[src/rtl/riscv_ctrl_pkg.sv]
// Shared encodings for the multi-cycle controller: opcodes, FSM states,
// datapath select codes and the per-state control word decode.
package riscv_ctrl_pkg;

    localparam logic [6:0] OP_R     = 7'b0110011;
    localparam logic [6:0] OP_I     = 7'b0010011;
    localparam logic [6:0] OP_LW    = 7'b0000011;
    localparam logic [6:0] OP_SW    = 7'b0100011;
    localparam logic [6:0] OP_BR    = 7'b1100011;
    localparam logic [6:0] OP_JAL   = 7'b1101111;
    localparam logic [6:0] OP_JALR  = 7'b1100111;
    localparam logic [6:0] OP_LUI   = 7'b0110111;
    localparam logic [6:0] OP_AUIPC = 7'b0010111;

    typedef enum logic [2:0] {
        ST_FETCH  = 3'd0,
        ST_DECODE = 3'd1,
        ST_EXEC   = 3'd2,
        ST_MEM    = 3'd3,
        ST_WB     = 3'd4,
        ST_TRAP   = 3'd5
    } state_e;

    typedef enum logic [3:0] {
        CL_NONE  = 4'd0,
        CL_R     = 4'd1,
        CL_I     = 4'd2,
        CL_LW    = 4'd3,
        CL_SW    = 4'd4,
        CL_BR    = 4'd5,
        CL_JAL   = 4'd6,
        CL_JALR  = 4'd7,
        CL_LUI   = 4'd8,
        CL_AUIPC = 4'd9
    } op_class_e;

    typedef enum logic [1:0] {
        SRC_A_PC   = 2'b00,
        SRC_A_RS1  = 2'b01,
        SRC_A_ZERO = 2'b10
    } alu_src_a_e;

    typedef enum logic [1:0] {
        SRC_B_RS2  = 2'b00,
        SRC_B_IMM  = 2'b01,
        SRC_B_FOUR = 2'b10
    } alu_src_b_e;

    typedef enum logic [1:0] {
        ALU_ADD    = 2'b00,
        ALU_BRANCH = 2'b01,
        ALU_FUNCT  = 2'b10
    } alu_op_e;

    typedef enum logic [1:0] {
        WB_ALU = 2'b00,
        WB_MEM = 2'b01,
        WB_PC4 = 2'b10
    } wb_sel_e;

    typedef enum logic [1:0] {
        CAUSE_NONE    = 2'b00,
        CAUSE_ILLEGAL = 2'b01,
        CAUSE_TIMEOUT = 2'b10
    } trap_cause_e;

    typedef struct packed {
        logic       mem_req;
        logic       mem_we;
        logic       iord;
        logic       pc_write;
        logic       branch;
        logic       reg_write;
        alu_src_a_e alu_src_a;
        alu_src_b_e alu_src_b;
        alu_op_e    alu_op;
        wb_sel_e    wb_sel;
    } ctrl_t;

    // Control word for a state, given the class latched in DECODE.
    function automatic ctrl_t ctrl_decode(input state_e st, input op_class_e cls);
        ctrl_t c;
        c.mem_req   = 1'b0;
        c.mem_we    = 1'b0;
        c.iord      = 1'b0;
        c.pc_write  = 1'b0;
        c.branch    = 1'b0;
        c.reg_write = 1'b0;
        c.alu_src_a = SRC_A_PC;
        c.alu_src_b = SRC_B_RS2;
        c.alu_op    = ALU_ADD;
        c.wb_sel    = WB_ALU;
        case (st)
            ST_FETCH: begin
                c.mem_req   = 1'b1;
                c.alu_src_b = SRC_B_FOUR;
            end
            ST_DECODE: begin
                c.alu_src_b = SRC_B_IMM;
            end
            ST_EXEC: begin
                case (cls)
                    CL_R: begin
                        c.alu_src_a = SRC_A_RS1;
                        c.alu_op    = ALU_FUNCT;
                    end
                    CL_I: begin
                        c.alu_src_a = SRC_A_RS1;
                        c.alu_src_b = SRC_B_IMM;
                        c.alu_op    = ALU_FUNCT;
                    end
                    CL_LW, CL_SW: begin
                        c.alu_src_a = SRC_A_RS1;
                        c.alu_src_b = SRC_B_IMM;
                    end
                    CL_BR: begin
                        c.alu_src_a = SRC_A_RS1;
                        c.alu_op    = ALU_BRANCH;
                        c.branch    = 1'b1;
                    end
                    CL_JAL: begin
                        c.alu_src_b = SRC_B_IMM;
                        c.pc_write  = 1'b1;
                    end
                    CL_JALR: begin
                        c.alu_src_a = SRC_A_RS1;
                        c.alu_src_b = SRC_B_IMM;
                        c.pc_write  = 1'b1;
                    end
                    CL_LUI: begin
                        c.alu_src_a = SRC_A_ZERO;
                        c.alu_src_b = SRC_B_IMM;
                    end
                    CL_AUIPC: begin
                        c.alu_src_b = SRC_B_IMM;
                    end
                    default: ;
                endcase
            end
            ST_MEM: begin
                c.mem_req = 1'b1;
                c.iord    = 1'b1;
                c.mem_we  = (cls == CL_SW);
            end
            ST_WB: begin
                c.reg_write = 1'b1;
                if (cls == CL_LW)
                    c.wb_sel = WB_MEM;
                else if (cls == CL_JAL || cls == CL_JALR)
                    c.wb_sel = WB_PC4;
            end
            default: ;
        endcase
        return c;
    endfunction

endpackage

[src/rtl/opcode_class_decoder.sv]
// Maps a 7-bit opcode to its instruction class; jump/upper-immediate
// opcodes only decode when EXT_J is set.
module opcode_class_decoder
    import riscv_ctrl_pkg::*;
#(
    parameter bit EXT_J = 1'b1
) (
    input  logic [6:0] opcode,
    output op_class_e  op_class,
    output logic       legal
);

    always_comb begin
        op_class = CL_NONE;
        case (opcode)
            OP_R:     op_class = CL_R;
            OP_I:     op_class = CL_I;
            OP_LW:    op_class = CL_LW;
            OP_SW:    op_class = CL_SW;
            OP_BR:    op_class = CL_BR;
            OP_JAL:   if (EXT_J) op_class = CL_JAL;
            OP_JALR:  if (EXT_J) op_class = CL_JALR;
            OP_LUI:   if (EXT_J) op_class = CL_LUI;
            OP_AUIPC: if (EXT_J) op_class = CL_AUIPC;
            default:  op_class = CL_NONE;
        endcase
    end

    assign legal = (op_class != CL_NONE);

endmodule

[src/rtl/multi_cycle_controller.sv]
// Multi-cycle instruction sequencer: fetch/decode/execute/memory/writeback
// with a memory wait timeout and a sticky trap.
//
//   state     | meaning
//   ----------+-----------------------------------------------------------
//   ST_FETCH  | instruction read from PC; waits for mem_ready
//   ST_DECODE | opcode classified and latched; illegal opcodes trap
//   ST_EXEC   | ALU operation, branch or jump for the latched class
//   ST_MEM    | data access at ALU result (LW read, SW write)
//   ST_WB     | one-cycle register file write
//   ST_TRAP   | absorbing error state, left only by reset
module multi_cycle_controller
    import riscv_ctrl_pkg::*;
#(
    parameter bit EXT_J       = 1'b1,
    parameter int MEM_TIMEOUT = 16
) (
    input  logic       clk,
    input  logic       reset_n,
    input  logic [6:0] opcode,
    input  logic       mem_ready,
    output logic       mem_req,
    output logic       mem_we,
    output logic       iord,
    output logic       ir_write,
    output logic       pc_write,
    output logic       branch,
    output logic [1:0] alu_src_a,
    output logic [1:0] alu_src_b,
    output logic [1:0] alu_op,
    output logic       reg_write,
    output logic [1:0] wb_sel,
    output logic       trap,
    output logic [1:0] trap_cause
);

    // Down-counter reload: the terminal count of zero is the last allowed wait cycle.
    localparam logic [7:0] WAIT_LOAD = 8'(MEM_TIMEOUT - 1);

    state_e      state_q;
    op_class_e   class_q;
    logic [7:0]  wait_cnt_q;
    logic        trap_q;
    trap_cause_e trap_cause_q;
    ctrl_t       ctrl_q;

    op_class_e   dec_class;
    logic        dec_legal;

    opcode_class_decoder #(
        .EXT_J (EXT_J)
    ) u_decoder (
        .opcode   (opcode),
        .op_class (dec_class),
        .legal    (dec_legal)
    );

    always_ff @(posedge clk or negedge reset_n) begin
        if (!reset_n) begin
            state_q      <= ST_FETCH;
            class_q      <= CL_NONE;
            wait_cnt_q   <= WAIT_LOAD;
            trap_q       <= 1'b0;
            trap_cause_q <= CAUSE_NONE;
            ctrl_q       <= ctrl_decode(ST_FETCH, CL_NONE);
        end else begin
            case (state_q)
                ST_FETCH, ST_MEM: begin
                    if (mem_ready) begin
                        if (state_q == ST_FETCH) begin
                            state_q <= ST_DECODE;
                            ctrl_q  <= ctrl_decode(ST_DECODE, class_q);
                        end else if (class_q == CL_LW) begin
                            state_q <= ST_WB;
                            ctrl_q  <= ctrl_decode(ST_WB, class_q);
                        end else begin
                            state_q    <= ST_FETCH;
                            wait_cnt_q <= WAIT_LOAD;
                            ctrl_q     <= ctrl_decode(ST_FETCH, class_q);
                        end
                    end else if (wait_cnt_q == 8'd0) begin
                        state_q      <= ST_TRAP;
                        trap_q       <= 1'b1;
                        trap_cause_q <= CAUSE_TIMEOUT;
                        ctrl_q       <= ctrl_decode(ST_TRAP, class_q);
                    end else begin
                        wait_cnt_q <= wait_cnt_q - 8'd1;
                    end
                end
                ST_DECODE: begin
                    class_q <= dec_class;
                    if (dec_legal) begin
                        state_q <= ST_EXEC;
                        ctrl_q  <= ctrl_decode(ST_EXEC, dec_class);
                    end else begin
                        state_q      <= ST_TRAP;
                        trap_q       <= 1'b1;
                        trap_cause_q <= CAUSE_ILLEGAL;
                        ctrl_q       <= ctrl_decode(ST_TRAP, dec_class);
                    end
                end
                ST_EXEC: begin
                    case (class_q)
                        CL_LW, CL_SW: begin
                            state_q    <= ST_MEM;
                            wait_cnt_q <= WAIT_LOAD;
                            ctrl_q     <= ctrl_decode(ST_MEM, class_q);
                        end
                        CL_BR: begin
                            state_q    <= ST_FETCH;
                            wait_cnt_q <= WAIT_LOAD;
                            ctrl_q     <= ctrl_decode(ST_FETCH, class_q);
                        end
                        CL_NONE: begin
                            state_q      <= ST_TRAP;
                            trap_q       <= 1'b1;
                            trap_cause_q <= CAUSE_ILLEGAL;
                            ctrl_q       <= ctrl_decode(ST_TRAP, class_q);
                        end
                        default: begin
                            state_q <= ST_WB;
                            ctrl_q  <= ctrl_decode(ST_WB, class_q);
                        end
                    endcase
                end
                ST_WB: begin
                    state_q    <= ST_FETCH;
                    wait_cnt_q <= WAIT_LOAD;
                    ctrl_q     <= ctrl_decode(ST_FETCH, class_q);
                end
                ST_TRAP: ;
                default: begin
                    state_q    <= ST_FETCH;
                    wait_cnt_q <= WAIT_LOAD;
                    ctrl_q     <= ctrl_decode(ST_FETCH, CL_NONE);
                end
            endcase
        end
    end

    // The fetch handshake has to load IR/PC in the mem_ready cycle itself,
    // so it is the one enable qualified by an input; the phase bit is a flop.
    logic in_fetch;
    logic fetch_done;

    assign in_fetch   = ctrl_q.mem_req & ~ctrl_q.iord;
    assign fetch_done = in_fetch & mem_ready & reset_n;

    // Enables are gated with reset_n so a request drops the moment reset
    // asserts and reappears in the first cycle after release.
    assign mem_req    = ctrl_q.mem_req & reset_n;
    assign mem_we     = ctrl_q.mem_we & reset_n;
    assign iord       = ctrl_q.iord;
    assign ir_write   = fetch_done;
    assign pc_write   = (ctrl_q.pc_write & reset_n) | fetch_done;
    assign branch     = ctrl_q.branch & reset_n;
    assign reg_write  = ctrl_q.reg_write & reset_n;
    assign alu_src_a  = ctrl_q.alu_src_a;
    assign alu_src_b  = ctrl_q.alu_src_b;
    assign alu_op     = ctrl_q.alu_op;
    assign wb_sel     = ctrl_q.wb_sel;
    assign trap       = trap_q;
    assign trap_cause = trap_cause_q;

endmodule

[config.mk]
export PLATFORM = sky130hd
export DESIGN_NAME = multi_cycle_controller
export DESIGN_NICKNAME = d
export VERILOG_FILES = /design/src/rtl/riscv_ctrl_pkg.sv /design/src/rtl/opcode_class_decoder.sv /design/src/rtl/multi_cycle_controller.sv
export SDC_FILE = /design/constraint.sdc
export NUM_CORES = 1
export LEC_CHECK = 0
export CORE_UTILIZATION = 48
export CTS_CLUSTER_SIZE = 10
export DETAILED_ROUTE_END_ITERATION = 12
export GPL_ROUTABILITY_DRIVEN = 1
export HOLD_SLACK_MARGIN = 0.06
export PLACE_DENSITY = 0.75
export SLEW_MARGIN = 20
export SYNTH_ARGS = -nofsm -noshare
export SYNTH_HDL_FRONTEND = slang
export SYNTH_SLANG_ARGS = --single-unit
[constraint.sdc]
create_clock -name clk -period 2.2 [get_ports clk]
set_clock_uncertainty 0.15 [all_clocks]
set_input_delay 0.44 -clock clk [delete_from_list [all_inputs] [get_ports clk]]
set_output_delay 0.44 -clock clk [all_outputs]
set_load 0.1 [all_outputs]
# After elaboration in Yosys (flattened, before gate mapping)
# Cells that the tools add are included.
# totals
wordCells	119
out_inout_bits	18
register_bits	32
# classes
n_bitwise	12
n_mux	38
add_sub_neg	1
eq_ne	36
n_reduce_logical	17
# op_table
operator	count
14-bit two-way mux	4
14-bit one-hot mux with 4 select lines	1
14-bit one-hot mux with 3 select lines	1
8-bit two-way mux	5
4-bit one-hot mux with 9 select lines	1
4-bit by 3-bit equality test with 1-bit output, second input constant	8
8-bit one-hot mux with 3 select lines	1
7-bit by 6-bit equality test with 1-bit output, second input constant	3
7-bit equality test, second input constant	3
3-bit two-way mux	5
7-bit by 5-bit equality test with 1-bit output, second input constant	2
4-bit by 2-bit equality test with 1-bit output, second input constant	3
2-bit two-way mux	6
3-bit != test, second input constant	4
3-bit one-hot mux with 4 select lines	1
11-bit two-way mux	1
2-bit != test, second input constant	5
5-bit AND reduction	2
2-bit OR reduction	5
3-bit one-hot mux with 3 select lines	1
1-bit AND	8
4-bit equality test, second input constant	2
8-bit logical NOT	1
2-bit one-hot mux with 2 select lines	2
20 further kinds	29

# Depth between registers and ports, before layout
# Gate-level depths: netlist (run 1).
# depth
ltp_word	7
depth_mapped	8

# By module
# A second synthesis (run 1) with hierarchy kept.
# hier_totals
cells_unflattened	214
hier_area_um2	1948.1
# modules_own_cells
mod	cells_each	instances	area_each_um2	seq_area_each_um2
multi_cycle_controller	193	1	1824.2	808.3
opcode_class_decoder	21	1	123.9	0.0

# Worst setup path after synthesis (run 1)
# OpenSTA, ideal clock, no wires.
# synth_timing
path_type	register -> output
start	register ctrl_q[13] (netlist bit)
end	output port pc_write
path_stages_with_launch	4
arrival_ns	4.361
path_slack_ns	-2.751
cell_sequence	dfstp_2 and2_1 nor3b_1 a21o_1
# synth_between
elab_chain_cells	4
# synth_lines
element	line_no	text
start, declared	multi_cycle_controller.sv:45	ctrl_t ctrl_q;
start signal, assigned	multi_cycle_controller.sv:65	ctrl_q <= ctrl_decode(ST_FETCH, CL_NONE);
start signal, assigned	multi_cycle_controller.sv:72	ctrl_q <= ctrl_decode(ST_DECODE, class_q);
start signal, assigned	multi_cycle_controller.sv:75	ctrl_q <= ctrl_decode(ST_WB, class_q);
1-bit AND	multi_cycle_controller.sv:146	assign in_fetch = ctrl_q.mem_req & ~ctrl_q.iord;
1-bit AND (2 in a row)	multi_cycle_controller.sv:147	assign fetch_done = in_fetch & mem_ready & reset_n;
named net ir_write	multi_cycle_controller.sv:25	output logic ir_write,
1-bit bitwise OR	multi_cycle_controller.sv:155	assign pc_write = (ctrl_q.pc_write & reset_n) | fetch_done;
end, declared	multi_cycle_controller.sv:26	output logic pc_write,
# The timed path passes the listed nets, and every way through them passes these cells.

# Final worst setup path (run 1)
# layout_timing
start	register wait_cnt_q[0]
end	register wait_cnt_q[7]
# layout_between
elab_chain_cells	4
elab_cells_between_ends	7
classes_between	add/sub (1); eq/ne (1); mux (3); reduce/logical (2)
# layout_lines
element	line_no	text
start, declared	multi_cycle_controller.sv:42	logic [7:0] wait_cnt_q;
start signal, assigned	multi_cycle_controller.sv:87	wait_cnt_q <= wait_cnt_q - 8'd1;
8-bit by 1-bit subtractor with 8-bit output	multi_cycle_controller.sv:87	
8-bit two-way mux	multi_cycle_controller.sv:81	end else if (wait_cnt_q == 8'd0) begin
8-bit two-way mux	multi_cycle_controller.sv:69	if (mem_ready) begin
8-bit one-hot mux with 3 select lines	multi_cycle_controller.sv:67	case (state_q)
# Several ways; a longest one is shown, not always the timed one. The select of a mux whose other input is x is not followed.
# A chain may end at the register's enable or synchronous reset.

==> results.json, run 1 <==
{
  "synth.area.top_cells": "dfrtp_1 34%, dfstp_2 8.6%, nand2_1 7.1%",
  "placementRows": 22,
  "core-area_um2": 3661,
  "dr.pass1.iters": 4,
  "grt_max_degree": 20,
  "p_per_area_nw_per_um2": 924.1,
  "rr_startpoint": "wait_cnt_q[0]$_DFFE_PN1P_",
  "nNetsFinal": 290,
  "antennaDiodeCount": 0,
  "synth_commonest_cells": "35 x nand2_1, 25 x dfrtp_1, 19 x o21ai_0, 13 x nor2_1, 11 x a21oi_1",
  "highest_layer": "met4",
  "drt-vias-per-instance": 5.627,
  "fin_crit_ns": 2.206,
  "dr_wl_met3_um": 298,
  "violations": "negative setup slack",
  "slowest_delay_ns": 0.60,
  "drtIter0Drc": 85,
  "finalSetupViolCount": 1,
  "die_h_um": 63.92,
  "wl_met1_mm": 2.081,
  "stdcell_count": 327,
  "syn2layout_area_growth_pct": 45.28,
  "numCtsBuffers": 5,
  "synthesis.nets": 225,
  "fillCellCount": 282,
  "cp_cell_sequence": "inv_2 -> ha_4 -> or3b_4 -> or4b_4 -> and3b_2 -> a2bb2oi_2 -> o31ai_1",
  "wl_mm": 4.869,
  "place_ws_ns": -0.2918,
  "leakagePower_nw": 1.191,
  "clockBufferDepth": 2,
  "critPathMaxFanout": 7,
  "syn_inst": 213,
  "maxCapViolations": 0,
  "synth_area_leader_cell": "dfrtp_1",
  "io_buffers": 27,
  "clk_latency_ns": 0.30,
  "dp.cells": 317,
  "avgSynthCellArea_um2": 8.641,
  "ir_worst_vdd_mv": 0.7909,
  "dieWidth_um": 63.92,
  "routed-via-count": 1840,
  "synth_most_common_cell": "nand2_1",
  "yosys.area.top_type_share_pct": 33.99,
  "worst_slew_pin_slew_ns": 0.4781,
  "grt_usage_pct": 25.45,
  "cts_root_buffer": "clkbuf_8",
  "critPathRequiredTime_ns": 2.26,
  "dp_hpwl_mm": 3.443,
  "cts.sinks": 31,
  "clk_pin_slew_ns": 0.07,
  "async_flop_share_pct": 100.0,
  "slew_viol_final": 0,
  "setup_tns_ns": -0.005610,
  "netlist_area_um2": 1841,
  "grt_pass1_wl_mm": 7.859,
  "fin_ws_ns": -0.005610,
  "place_area_um2": 2500,
  "status": "finished with violations",
  "antenna_found_initial": 0,
  "finalCritPeriodShare_pct": 100.3,
  "slowest_stage": "or4b_4",
  "wl_met2_mm": 2.404,
  "seq_area_frac_synth_pct": 42.56,
  "crit_path_start": "wait_cnt_q[0]$_DFFE_PN1P_",
  "drc": 0,
  "drive_gt1_share_pct": 36.20,
  "final_area_um2": 2674,
  "hold_violations": 0,
  "cts_htree_levels": 2,
  "place_congestion": 0.8414,
  "fmax_ghz": 0.4534,
  "slew_headroom_pct": 67.83,
  "start_util_pct": 50.27,
  "crit_path_end_kind": "register",
  "yosys_register_bits": 31,
  "ys_types": 52,
  "crit_arrival_ns": 2.26,
  "grt_remaining_overflow": 0,
  "synthFlopType": "dfrtp_1",
  "dieArea_um2": 4086,
  "cts_tree": "yes",
  "yosysWarnings": 0,
  "wl_per_cell_um": 14.89,
  "cp-start-kind": "register",
  "grt_pass1_vias": 1686,
  "ios": 28,
  "synth_edf_count": 0,
  "ant_nets": 0,
  "rsz0062_at_grt": "true",
  "worstSetupPathType": "register to register",
  "hold_class": "input port to asynchronous set/reset pin"
}
## cell usage in the layout, fill, tap and decap left out, types with 2 or more instances in the layout
cell type / n
nand4_1: 2
or3_1: 2
a31oi_1: 4
nor4_1: 3
buf_4: 57
a32o_1: 6
nand3_1: 3
dfrtp_1: 24
a21oi_1: 10
nor2_1: 11
clkbuf_8: 6
o22ai_1: 3
nor2b_1: 6
clkdlybuf4s50_1: 7
dfstp_2: 6
nand2b_1: 3
dlygate4sd2_1: 2
nor2_2: 2
inv_2: 2
o31ai_1: 2
buf_12: 8
nand2_1: 35
or2_2: 2
o21ai_2: 2
a221o_1: 2
o21ai_1: 3
inv_1: 6
and2_1: 3
o21ai_0: 14
nor3_1: 6
## logic make-up (layout without fill, tap and decap cells)
logic type	Yosys count	in the layout	share of synthesized area, %
fa+ha+maj	2	2	1.359
flops	31	31	42.56
buf+inv	25	91	6.798
simple gates	88	88	24.20
xor+xnor	2	2	0.9519
compound gates	65	65	24.13
## cell type report
cell class                 count  area (um2)  share of cell area [%]
multi-input combinational    157        1021                   38.18
sequential                    31       784.5                   29.34
inverter                       8       30.03                   1.123
timing repair buffer          75       686.9                   25.69
tap                           48       60.06                   2.246
clock inverter                 1       5.005                  0.1872
clock buffer                   7       86.33                   3.229
## stage by stage
stage               utilization [%]  hold slack (ns)  power, mW
finish                        73.03          0.09621      2.471
global route                  73.03           0.1080      2.595
CTS                           71.09           0.1046      2.398
detailed placement            68.28           0.3260      1.915
global placement              68.28           0.3194      1.895
floorplan                         -        -0.005591      1.444
## flip-flops by register name (all words and copies together) (netlist names)
register / count
trap_cause: 2
alu_src_a: 2
class_q: 4
iord: 1
state_q: 3
alu_op: 2
wait_cnt_q: 8
wb_sel: 2
trap: 1
alu_src_b: 2
ctrl_q: 4
## power breakdown
group | switching (mW) | internal, mW
registers | 0.0959 | 0.675
clock network | 0.222 | 0.252
logic | 0.709 | 0.518
total | 1.03 | 1.44
## layer usage
layer,global-route usage (%),vias up
met5,0,-
li1,-,901
met1,33.53,861
met4,9.659,0
met2,40.03,69
met3,6.607,9
## final timing paths
check | end | slack, ns | depth (start not counted)
min in group clk | wait_cnt_q[6]$_DFFE_PN0P_ | 0.32 | 1
worst min-delay path | class_q[3]$_DFFE_PN0P_ | 0.1 | 2
worst min register to register | wait_cnt_q[6]$_DFFE_PN0P_ | 0.32 | 1
worst max register to register | wait_cnt_q[7]$_DFFE_PN0P_ | -0.006 | 7
worst max-delay path | wait_cnt_q[7]$_DFFE_PN0P_ | -0.006 | 7
max in group asynchronous | alu_src_b[1]$_DFFE_PN1P_ | 1.42 | 3
## worst max-delay path: cells and delay by family (launching register included)
family,cells,cell delay [ns]
AO/OA/AOI/OAI,2,0.19
buffers and inverters,1,0.07
AND/OR/NAND/NOR,3,1.22
adder cells (fa/ha/maj),1,0.12
flip-flops,1,0.37
## timing repair
action,in CTS,in global routing
buffers inserted,0,2
pin swaps,1,5
hold buffers,0,0
setup endpoints to repair,10,12
resized for setup,6,19
(Power assumes the default switching activity.)
==> run 2: changes to the inputs <==
--- a/config.mk
+++ b/config.mk
@@ -15,3 +15,4 @@
 export SYNTH_ARGS = -nofsm -noshare
 export SYNTH_HDL_FRONTEND = slang
 export SYNTH_SLANG_ARGS = --single-unit
+export TNS_END_PERCENT = 5
==> run 2 against run 1 <==
The run now ends clean. Via count fell by 0.65%. Clock power fell by 3%. Die area did not move. First-iteration DRC count fell by 35%. Routed wire length fell by 7.2%. Global-route usage fell by 0.46 points. Hold slack improved by 0.025 ns. Setup slack improved by 0.0058 ns. Total power fell by 6.4%. Count of clock-buffer cells in the layout did not move. Combinational power fell by 11%. Largest cell class unchanged. Highest routed layer unchanged.
==> results.json, run 2 (synthesis gave the netlist of run 1 again) <==
{
  "slew_headroom_pct": 68.19,
  "p_comb_share_pct": 47.0,
  "ios": 28,
  "core-area_um2": 3661,
  "finalCritPeriodShare_pct": 99.99,
  "fmax_ghz": 0.4546,
  "wl_per_cell_um": 14.08,
  "largest_reg_flops": 8,
  "final_common_cell": "buf_4",
  "fin_ws_ns": 0.0002185,
  "grt_max_degree": 19,
  "p_sw_uw": 962.8,
  "drtIter0Drc": 55,
  "worst_slew_pin_slew_ns": 0.4735,
  "dieArea_um2": 4086,
  "cts.sinks": 31,
  "leakagePower_nw": 1.155,
  "p_seq_share_pct": 33.2,
  "dp_hpwl_mm": 3.444,
  "clk_pin_slew_ns": 0.07,
  "grt_pass1_wl_mm": 7.866,
  "cts_tree": "yes",
  "drt-vias-per-instance": 5.695,
  "crit_path_end_kind": "register",
  "status": "finished clean",
  "grt_pass1_vias": 1746,
  "final_cell_mix": "52 x buf_4, 35 x nand2_1, 25 x dfrtp_1, 14 x o21ai_0, 13 x nor2_1",
  "place_congestion": 0.8395,
  "cp-start-kind": "register",
  "grt_usage_pct": 24.99,
  "wl_mm": 4.520,
  "p_per_area_nw_per_um2": 896.4,
  "stdcell_count": 321,
  "top_regs": "wait_cnt_q (8), class_q (4), ctrl_q (4)",
  "slew_viol_final": 0,
  "place_ws_ns": -0.3517,
  "rsz0062_at_grt": "true",
  "regMostFlops": "wait_cnt_q",
  "dieWidth_um": 63.92,
  "placementRows": 22,
  "fin_crit_ns": 2.200,
  "hold_class": "input port to asynchronous set/reset pin",
  "clockBufferDepth": 2,
  "syn2layout_area_growth_pct": 40.11,
  "ir_worst_vdd_mv": 0.5449,
  "setup_tns_ns": 0,
  "critPathRequiredTime_ns": 2.22,
  "die_h_um": 63.92,
  "ant_nets": 0,
  "finalSetupViolCount": 0,
  "crit_arrival_ns": 2.22,
  "cts_htree_levels": 2,
  "clock_power_share_pct": 19.8,
  "start_util_pct": 50.27,
  "dp.cells": 312,
  "critPathMaxFanout": 6,
  "worstSetupPathType": "register to register",
  "p_sw_share_pct": 41.65,
  "clk_latency_ns": 0.28,
  "antennaDiodeCount": 0,
  "numCtsBuffers": 5,
  "io_buffers": 27,
  "drc": 0,
  "cts_root_buffer": "clkbuf_8",
  "maxCapViolations": 0,
  "ctsHoldBuffers": 0,
  "drive_gt1_share_pct": 32.23,
  "grt_remaining_overflow": 0,
  "internal-power_mw": 1.349,
  "antenna_found_initial": 0,
  "dr.pass1.iters": 4,
  "nNetsFinal": 284,
  "hold_violations": 0,
  "routed-via-count": 1828
}
## run 2: per-stage QoR
stage	area [um2]	utilization [%]	hold WS, ns	power (mW)
final	2579	70.44	0.1214	2.312
after global placement	2447	66.85	0.3213	1.810
after global routing	2579	70.44	0.1341	2.447
after CTS	2547	69.58	0.1314	2.282
after detailed placement	2447	66.85	0.3249	1.828
after floorplan	1862	-	-0.005591	1.444
## run 2: per-layer routing
metal | GRT usage (%) | wire [um] | vias to the layer above
met5 | 0 | 0 | -
met4 | 7.955 | 58 | 0
met3 | 5.000 | 234 | 6
met2 | 40.03 | 2130 | 58
met1 | 33.83 | 2096 | 869
li1 | - | - | 895
## run 2: cell type report
class	count	area, um2
well taps	48	60.06
fillers	298	1082
repair buffers	69	629.4
clock buffers	7	86.33
inverters	8	30.03
clock inverters	1	5.005
flip-flops and latches	31	783.3
multi-input cells	157	984.7
## run 2: path summary, 6_finish.rpt
path	from	to	slack (ns)	depth (start not counted)
min in group clk	ctrl_q[13]$_DFFE_PN1P_	ctrl_q[13]$_DFFE_PN1P_	0.33	2
max in group asynchronous	reset_n	wait_cnt_q[0]$_DFFE_PN1P_	1.52	2
hold reg to reg	ctrl_q[13]$_DFFE_PN1P_	ctrl_q[13]$_DFFE_PN1P_	0.33	2
setup / recovery	wait_cnt_q[5]$_DFFE_PN0P_	wait_cnt_q[7]$_DFFE_PN0P_	0.0002	5
setup reg to reg	wait_cnt_q[5]$_DFFE_PN0P_	wait_cnt_q[7]$_DFFE_PN0P_	0.0002	5
hold / removal	reset_n	iord$_DFFE_PN0P_	0.12	2
## run 2: what timing repair did
action	4_1_cts	5_1_grt
gates resized for setup	8	11
endpoints found under the setup margin	12	16
pin swaps	1	4
buffers inserted	0	1
endpoints found under the hold margin	0	0
## run 2: critical path, stage by stage (launching register included)
cell and delay (ns):
dfrtp_1 0.38, or4_4 0.54, or4b_4 0.60, and3b_1 0.22
o21ai_1 0.10, o31ai_1 0.08
## run 2: power groups by stage
stage / clock network, mW / registers [mW] / logic, mW
floorplan: 0 / 0.721 / 0.723
global placement: 0 / 0.767 / 1.04
detailed placement: 0 / 0.771 / 1.06
CTS: 0.460 / 0.761 / 1.06
global route: 0.487 / 0.783 / 1.18
finish: 0.458 / 0.768 / 1.09
